<file path="src/rtl/team_06_channel_arbiter_if.sv">
// Signal bundle between the front end / datapath and the channel arbiter.
interface team_06_channel_arbiter_if;
   logic       sample_tick;
   logic       ptt_en;
   logic       vox_active;
   logic       ng_on;
   logic       spk_active;
   logic       mute_tog;
   logic [2:0] eff_sel;
   logic       tx_en;
   logic       rx_en;
   logic       effect_en;
   logic [2:0] eff_cfg;
   logic       eff_flush;
   logic [2:0] state_o;

   // Front end / bench side: drives requests, observes enables.
   modport master (
      output sample_tick, ptt_en, vox_active, ng_on, spk_active, mute_tog, eff_sel,
      input  tx_en, rx_en, effect_en, eff_cfg, eff_flush, state_o
   );

   // Arbiter side.
   modport slave (
      input  sample_tick, ptt_en, vox_active, ng_on, spk_active, mute_tog, eff_sel,
      output tx_en, rx_en, effect_en, eff_cfg, eff_flush, state_o
   );
endinterface

</file>
<file path="src/rtl/team_06_channel_arbiter.sv">
// Half-duplex channel arbiter: RX/TX ownership with VOX hangover and
// turnaround guard (counted in audio samples), plus an effect-change
// sequencer that blanks the effect datapath for a flush window.
module team_06_channel_arbiter #(
   parameter int HANG_SAMPLES  = 4000,
   parameter int GUARD_SAMPLES = 80,
   parameter int FLUSH_SAMPLES = 16,
   parameter int CNT_W         = 16
) (
   input logic                         clk,
   input logic                         rst,
   team_06_channel_arbiter_if.slave    bus
);

   typedef enum logic [2:0] {
      ST_IDLE  = 3'd0,
      ST_RX    = 3'd1,
      ST_TX    = 3'd2,
      ST_HANG  = 3'd3,
      ST_GUARD = 3'd4
   } state_t;

   localparam logic [CNT_W-1:0] HANG_LOAD  = CNT_W'(HANG_SAMPLES);
   localparam logic [CNT_W-1:0] GUARD_LOAD = CNT_W'(GUARD_SAMPLES);
   localparam logic [CNT_W-1:0] FLUSH_LOAD = CNT_W'(FLUSH_SAMPLES);

   state_t           r_state, w_state_next;
   logic [CNT_W-1:0] r_cnt, w_cnt_next;
   logic [2:0]       r_eff_cfg, w_eff_cfg_next;
   logic [2:0]       r_target, w_target_next;
   logic [CNT_W-1:0] r_fcnt, w_fcnt_next;
   logic             r_flush, w_flush_next;

   logic w_tx_req;
   logic w_sel_valid;

   assign w_tx_req    = bus.ptt_en | (bus.ng_on & bus.vox_active);
   assign w_sel_valid = (bus.eff_sel <= 3'd4);

   // State and counter registers; reset overrides any tick in the same cycle.
   always_ff @(posedge clk) begin
      if (rst) begin
         r_state   <= ST_IDLE;
         r_cnt     <= '0;
         r_eff_cfg <= 3'd0;
         r_target  <= 3'd0;
         r_fcnt    <= '0;
         r_flush   <= 1'b0;
      end else begin
         r_state   <= w_state_next;
         r_cnt     <= w_cnt_next;
         r_eff_cfg <= w_eff_cfg_next;
         r_target  <= w_target_next;
         r_fcnt    <= w_fcnt_next;
         r_flush   <= w_flush_next;
      end
   end

   // Channel FSM next-state: hang/guard countdowns advance only on sample ticks.
   always_comb begin
      w_state_next = r_state;
      w_cnt_next   = r_cnt;
      case (r_state)
         ST_IDLE: begin
            if (bus.spk_active)  w_state_next = ST_RX;
            else if (w_tx_req)   w_state_next = ST_TX;
         end
         ST_RX: begin
            if (!bus.spk_active) begin
               w_state_next = ST_GUARD;
               w_cnt_next   = GUARD_LOAD;
            end
         end
         ST_TX: begin
            if (!w_tx_req) begin
               if (bus.ng_on) begin
                  w_state_next = ST_HANG;
                  w_cnt_next   = HANG_LOAD;
               end else begin
                  w_state_next = ST_GUARD;
                  w_cnt_next   = GUARD_LOAD;
               end
            end
         end
         ST_HANG: begin
            // Renewed talk request beats expiry in the same cycle.
            if (w_tx_req) begin
               w_state_next = ST_TX;
               w_cnt_next   = '0;
            end else if (!bus.ng_on) begin
               w_state_next = ST_GUARD;
               w_cnt_next   = GUARD_LOAD;
            end else if (bus.sample_tick) begin
               if (r_cnt <= CNT_W'(1)) begin
                  w_state_next = ST_GUARD;
                  w_cnt_next   = GUARD_LOAD;
               end else begin
                  w_cnt_next = r_cnt - CNT_W'(1);
               end
            end
         end
         ST_GUARD: begin
            if (bus.sample_tick) begin
               if (r_cnt <= CNT_W'(1)) begin
                  w_state_next = ST_IDLE;
                  w_cnt_next   = '0;
               end else begin
                  w_cnt_next = r_cnt - CNT_W'(1);
               end
            end
         end
         default: begin
            w_state_next = ST_IDLE;
            w_cnt_next   = '0;
         end
      endcase
   end

   // Effect sequencer: RUN when r_flush=0, FLUSH when r_flush=1.
   always_comb begin
      w_eff_cfg_next = r_eff_cfg;
      w_target_next  = r_target;
      w_fcnt_next    = r_fcnt;
      w_flush_next   = r_flush;
      if (!r_flush) begin
         if (w_sel_valid && (bus.eff_sel != r_eff_cfg)) begin
            w_target_next = bus.eff_sel;
            w_fcnt_next   = FLUSH_LOAD;
            w_flush_next  = 1'b1;
         end
      end else if (w_sel_valid && (bus.eff_sel != r_target)) begin
         // A different request mid-flush restarts the window on the new target.
         w_target_next = bus.eff_sel;
         w_fcnt_next   = FLUSH_LOAD;
      end else if (bus.sample_tick) begin
         if (r_fcnt <= CNT_W'(1)) begin
            w_eff_cfg_next = r_target;
            w_fcnt_next    = '0;
            w_flush_next   = 1'b0;
         end else begin
            w_fcnt_next = r_fcnt - CNT_W'(1);
         end
      end
   end

   // Outputs decoded from registered state only (mute gates the speaker directly).
   assign bus.tx_en     = (r_state == ST_TX) || (r_state == ST_HANG);
   assign bus.rx_en     = (r_state == ST_RX) && !bus.mute_tog;
   assign bus.effect_en = ((r_state == ST_TX) || (r_state == ST_HANG)) && !r_flush;
   assign bus.eff_cfg   = r_eff_cfg;
   assign bus.eff_flush = r_flush;
   assign bus.state_o   = r_state;

endmodule

</file>
<file path="src/flat_wrapper.sv">
// flat-port wrapper written by rule: the top's interface ports become plain ports
module team_06_channel_arbiter_flat 
#(
   parameter int HANG_SAMPLES  = 4000,
   parameter int GUARD_SAMPLES = 80,
   parameter int FLUSH_SAMPLES = 16,
   parameter int CNT_W         = 16
)
  (clk, rst, bus_sample_tick, bus_ptt_en, bus_vox_active, bus_ng_on, bus_spk_active, bus_mute_tog, bus_eff_sel, bus_tx_en, bus_rx_en, bus_effect_en, bus_eff_cfg, bus_eff_flush, bus_state_o);
  team_06_channel_arbiter_if bus_i ();
  input logic clk;
  input logic rst;
  input wire logic [$bits(bus_i.sample_tick)-1:0] bus_sample_tick;
  input wire logic [$bits(bus_i.ptt_en)-1:0] bus_ptt_en;
  input wire logic [$bits(bus_i.vox_active)-1:0] bus_vox_active;
  input wire logic [$bits(bus_i.ng_on)-1:0] bus_ng_on;
  input wire logic [$bits(bus_i.spk_active)-1:0] bus_spk_active;
  input wire logic [$bits(bus_i.mute_tog)-1:0] bus_mute_tog;
  input wire logic [$bits(bus_i.eff_sel)-1:0] bus_eff_sel;
  output wire logic [$bits(bus_i.tx_en)-1:0] bus_tx_en;
  output wire logic [$bits(bus_i.rx_en)-1:0] bus_rx_en;
  output wire logic [$bits(bus_i.effect_en)-1:0] bus_effect_en;
  output wire logic [$bits(bus_i.eff_cfg)-1:0] bus_eff_cfg;
  output wire logic [$bits(bus_i.eff_flush)-1:0] bus_eff_flush;
  output wire logic [$bits(bus_i.state_o)-1:0] bus_state_o;
  assign bus_i.sample_tick = bus_sample_tick;
  assign bus_i.ptt_en = bus_ptt_en;
  assign bus_i.vox_active = bus_vox_active;
  assign bus_i.ng_on = bus_ng_on;
  assign bus_i.spk_active = bus_spk_active;
  assign bus_i.mute_tog = bus_mute_tog;
  assign bus_i.eff_sel = bus_eff_sel;
  assign bus_tx_en = bus_i.tx_en;
  assign bus_rx_en = bus_i.rx_en;
  assign bus_effect_en = bus_i.effect_en;
  assign bus_eff_cfg = bus_i.eff_cfg;
  assign bus_eff_flush = bus_i.eff_flush;
  assign bus_state_o = bus_i.state_o;
  team_06_channel_arbiter #(.HANG_SAMPLES(HANG_SAMPLES), .GUARD_SAMPLES(GUARD_SAMPLES), .FLUSH_SAMPLES(FLUSH_SAMPLES), .CNT_W(CNT_W)) u_core (.clk(clk), .rst(rst), .bus(bus_i));
endmodule
</file>
<file path="config.mk">
export PLATFORM = sky130hd
export DESIGN_NAME = team_06_channel_arbiter_flat
export DESIGN_NICKNAME = d
export VERILOG_FILES = /design/src/rtl/team_06_channel_arbiter_if.sv /design/src/rtl/team_06_channel_arbiter.sv /design/src/flat_wrapper.sv
export SDC_FILE = /design/constraint.sdc
export NUM_CORES = 1
export LEC_CHECK = 0
export ABC_AREA = 1
export ABC_CLOCK_PERIOD_IN_PS = 3800
export CAP_MARGIN = 30
export CORE_ASPECT_RATIO = 0.5
export CORE_MARGIN = 2
export CORE_UTILIZATION = 30
export DETAILED_ROUTE_END_ITERATION = 10
export REMOVE_ABC_BUFFERS = 1
export SLEW_MARGIN = 20
export SYNTH_ARGS = -nofsm -noshare
export SYNTH_HDL_FRONTEND = slang
export SYNTH_SLANG_ARGS = --single-unit
export TNS_END_PERCENT = 30
</file>
<file path="constraint.sdc">
create_clock -name clk -period 3.8 [get_ports clk]
set_clock_uncertainty 0.2 [all_clocks]
set_input_delay 0.76 -clock clk [delete_from_list [all_inputs] [get_ports clk]]
set_output_delay 0.76 -clock clk [all_outputs]
set_load 0.005 [all_outputs]
</file>
## Yosys cells after proc, flatten, opt, wreduce, memory -nomap -nowiden

Index checks and enable logic that the tools add are counted.

- Bits of input ports: 11
- Word-level logic and storage cells: 79
- Output and inout bits: 10
- Bits in registers: 42

- Multiplexer cells: 35
- Bitwise gates (word level): 4
- Reduce and logical (&&, ||, !) cells: 14
- Equal/unequal tests: 15
- Add/sub/neg operators: 2
- Magnitude comparators: 3

Operators by type and width:

| operator | number |
|---|---|
| $mux 16 | 13 |
| $pmux 16 s5 | 1 |
| $mux 3 | 14 |
| $le 16x1->1 const B | 2 |
| $sub 16x1->16 const B | 2 |
| $pmux 3 s5 | 1 |
| $mux 12 | 1 |
| $ne 2x2->1 const B | 4 |
| $reduce_and 7->1 | 1 |
| $eq 3x2->1 const B | 2 |
| $ne 3x3->1 | 2 |
| $mux 1 | 5 |
| $reduce_and 5->1 | 1 |
| $logic_and 1x1->1 | 4 |
| $ne 4x2->1 const B | 1 |
| $ne 4x3->1 const B | 1 |
| $reduce_and 2->1 | 2 |
| $reduce_and 4->1 | 1 |
| $eq 3x1->1 const B | 1 |
| $eq 3x3->1 const B | 1 |
| $le 3x3->1 const B | 1 |
| $logic_not 3->1 | 1 |
| $ne 3x2->1 const B | 1 |
| $ne 3x3->1 const B | 1 |
| other kinds (7) | 9 |

## Longest topological paths before layout

- Depth in word-level cells: 6
- Depth in mapped cells: 12

## Worst setup path before layout

Ideal clock, no wire load.

- Kind: input to register
- Start: in bus_vox_active
- End: reg u_core.r_cnt[10]
- Data required time: 3.464 ns
- Slack: 1.853 ns
- Cell stages on the path: 9
- Buffers on the path: 1
- Arrival: 1.611 ns
- Cells stage by stage: a21oi_4 > nand3_2 > nor2_4 > nor2_8 > nand2_8 > inv_8 > buf_8 > nand2_1 > a21oi_2

- Word-level cells in the longest chain between the ends: 4

RTL lines:

| what | RTL line | RTL |
|---|---|---|
| start: declaration | flat_wrapper.sv:15 | `input wire logic [$bits(bus_i.vox_active)-1:0] bus_vox_active;` |
| $and 1x1->1 * | team_06_channel_arbiter.sv:37 | `assign w_tx_req = bus.ptt_en \| (bus.ng_on & bus.vox_active);` |
| $or 1x1->1 * | team_06_channel_arbiter.sv:37 |  |
| $ne 4x3->1 (no line), or another cell as far along | -- |  |
| $reduce_and 5->1 (no line) or $pmux 16 s5 (tied branches) | -- |  |
| end signal: assignment | team_06_channel_arbiter.sv:51 | `r_cnt <= w_cnt_next;` |
| end: declaration | team_06_channel_arbiter.sv:28 | `logic [CNT_W-1:0] r_cnt, w_cnt_next;` |

Every way passes the cells marked *; elsewhere a longest branch is shown, timed or not.
A chain may end at the register's enable or synchronous reset.

## Final worst setup path

- Start: in bus_mute_tog
- End: out bus_rx_en

- Word-level cells in the longest chain between the ends: 2

RTL lines:

| what | RTL line | RTL |
|---|---|---|
| start: declaration | flat_wrapper.sv:18 | `input wire logic [$bits(bus_i.mute_tog)-1:0] bus_mute_tog;` |
| $logic_not 1->1 | team_06_channel_arbiter.sv:148 | `assign bus.rx_en = (r_state == ST_RX) && !bus.mute_tog;` |
| $logic_and 1x1->1 | team_06_channel_arbiter.sv:148 |  |
| end: declaration | flat_wrapper.sv:21 | `output wire logic [$bits(bus_i.rx_en)-1:0] bus_rx_en;` |

No other way between the ends.

==> metrics.cfg <==
[synthesis]
synth-warning-count=0
synthTopCellsByArea=dfxtp_1 (29%), nand2_1 (15%), nor2_1 (10%)
synth-simple-area-share_pct=40.8
synth_edf_count=0
synth_area_um2=2870
synthXorXnorAreaFrac_pct=4.27
yosys.area.top_type_share_pct=29.3
yosysSeqAreaShare_pct=29.3
synth-adder-area-share_pct=1.74
syn_inst=453
synthDistinctLibCells=38
synth.area.mux_share_pct=0
syn_avg_cell_area_um2=6.34
synth_compound_area_share_pct=13.1
async_reset_ff_share_pct=0
ys_ff_latch=42
synth_top_family_by_area=simple AND/OR/NAND/NOR gates
ys.flop_type=dfxtp_1
synth_top_area_cell=dfxtp_1

[floorplanning]
fp-row-count=25
die_h_um=73.2
initial_core_util_pct=30.6
die_w_um=142
core_area_um2=9380
io_pins=21
die-area_um2=10400

[clocking]
cts_resized=0
htreeDepth=2
cts_tree=built
clk_path_buf_depth=2
postCtsSetupBuffers=0
cts_made_buffers=5
clkTransAtPathRegs_ns=0.06
clkSinkCount=42
cts-root-buf=clkbuf_16
clock_latency_ns=0.29
hold_buffers=0

[cells_and_area]
antennaDiodeCount=0
fin_util_pct=35.1
fin_area_um2=3300
area_delta_synth_final_pct=14.9
layout.nets=487
drive_gt1_share_pct=9.09

[power]
peakVddDrop_mv=0.240
p_leak_nw=1.47
clkPwrFrac_pct=17.7
power_density_nw_per_um2=736
seq_power_share_pct=25.8
p_switching_mw=1.17
pwr-share-comb_pct=56.5
switching_share_pct=48.3
p_int_mw=1.26

[setup_path]
worstSetupStartpointType=input pin
worstPathCellList=clkdlybuf4s50_1 > nor2_1 > clkdlybuf4s50_1
cp_slowest_cell=clkdlybuf4s50_1
critPathRequiredTime_ns=2.84
crit_type=input pin to output pin
slowest_delay_ns=0.51
cp_common_cell=clkdlybuf4s50_1
cp_max_fo=1
worstSetupEndpointType=output pin
critPathArrivalTime_ns=1.77

[grt]
antenna_found_initial=0
grt_usage_pct=13.2
grt_max_degree=29
grt_pass1_vias=2526
grt_overflow=0
grt_first_pass_wirelength_mm=11.2

[detailed_routing]
post_drt_via_cell_ratio=4.64
drt_iter0_markers=220
drcViolationCount=0
wl_mm=6.34
postRouteAntennaNets=0
firstDrtPassIters=5
vias=2757
routedWlPerCell_um=10.7

[sta]
max-slew-margin-rel_pct=60.8
tns_ns=0
setup_viol=0
maxSlewViolCount=0
tightest_slew_ns=0.587
rsz0062_at_grt=false
fin_crit_sh_pct=71.8
fmax_ghz=0.367
hold-worst-slack_ns=0.281
period_needed_ns=2.73
report.final.hold_viol_count=0

[flow_run]
cap_violations=0

[outcome]
status=completed

[hold_path]
hold_class=register to register

[placed_design]
hpwl_mm=4.59
post_dp_cell_area_um2=3150
gp_congestion=0.843
port_buffers=20

[through the flow]
stage	instances	total power [mW]	setup WS [ns]
6_report	594	2.43	1.07
5_1_grt	594	2.69	0.986
2_1_floorplan	444	1.69	1.75
4_1_cts	594	2.45	1.06
3_5_place_dp	586	2.01	0.857
3_3_place_gp	586	2.00	0.910
[cell families (layout without fill, tap and decap cells)]
group / count (synthesis) / count (layout)
flops: 42 / 42
fa+ha+maj: 4 / 4
buf+inv: 68 / 88
compound gates: 65 / 65
xor+xnor: 14 / 14
simple gates: 260 / 260
[path summary, 6_finish.rpt]
path	start	end	slack, ns	cells past startpoint
setup / recovery	bus_mute_tog	bus_rx_en	1.07	3
hold / removal	u_core.r_fcnt[1]	u_core.r_fcnt[1]	0.28	2
setup reg to reg	u_core.r_fcnt[0]	u_core.r_fcnt[2]	1.67	11
hold reg to reg	u_core.r_fcnt[1]	u_core.r_fcnt[1]	0.28	2
[Yosys cell counts, types with 2 or more instances]
master    number
nand2_1      116
nor2_1        77
inv_1         54
dfxtp_1       42
nand3_1       30
o21ai_0       29
a21oi_1       23
nand4_1        8
xor2_1         8
a21oi_2        7
nor3_1         6
xnor2_1        6
ha_1           4
nand3_2        4
nor2_2         4
clkbuf_1       3
inv_2          3
nand2_2        3
nor2_4         3
buf_2          2
buf_6          2
nand2_4        2
o21ai_2        2
[layout make-up]
class	instances	area [um^2]
clock buffer	5	125
clock inverter	3	21.3
fill	1015	6090
inverter	59	230
multi-input combinational	343	1720
sequential	42	841
tap	121	151
timing repair buffer	21	208
[critical path: cells and delay by family]
| kind | cells | cell delay, ns |
|---|---|---|
| simple gates | 1 | 0.11 |
| buf+inv | 2 | 0.90 |
[cell usage in the layout, fill, tap and decap left out, types with 2 or more instances in the layout]
| cell type | netlist | final |
|---|---|---|
| nor2_4 | 3 | 3 |
| ha_1 | 4 | 4 |
| nand3_2 | 4 | 4 |
| nand2_4 | 2 | 2 |
| nor2_1 | 77 | 77 |
| nand4_1 | 8 | 8 |
| nand2_2 | 3 | 3 |
| nand3_1 | 30 | 30 |
| dfxtp_1 | 42 | 42 |
| clkdlybuf4s50_1 | 0 | 20 |
| clkbuf_16 | 0 | 5 |
| xnor2_1 | 6 | 6 |
| clkinv_2 | 1 | 2 |
| o21ai_0 | 29 | 29 |
| nor3_1 | 6 | 6 |
| a21oi_1 | 23 | 23 |
| xor2_1 | 8 | 8 |
| inv_2 | 3 | 3 |
| a21oi_2 | 7 | 7 |
| nand2_1 | 116 | 116 |
| inv_1 | 54 | 54 |
| nor2_2 | 4 | 4 |
| o21ai_2 | 2 | 2 |
[power by group through the flow]
stage | logic, mW | clock network [mW] | registers, mW
CTS | 1.38 | 0.447 | 0.626
global placement | 1.36 | 0 | 0.636
global route | 1.59 | 0.464 | 0.641
detailed placement | 1.37 | 0 | 0.635
floorplan | 1.08 | 0 | 0.612
finish | 1.37 | 0.428 | 0.627
[metal layers]
layer	vias to the layer above	global-route usage [%]	share of wire (%)
met5	-	0	0
met1	1250	17.1	50
met2	29	22.3	46
met3	6	2.76	2.7
met4	0	4.40	0.96
li1	1472	-	-
[sequential cells by signal, indices dropped and copies added, names as in the netlist]
signal and flops:
u_core.bus.eff_flush 1, u_core.r_target 3, u_core.r_cnt 16, u_core.r_fcnt 16
u_core.bus.eff_cfg 3, u_core.bus.state_o 3
No activity file was read; power rests on OpenSTA's default activity.
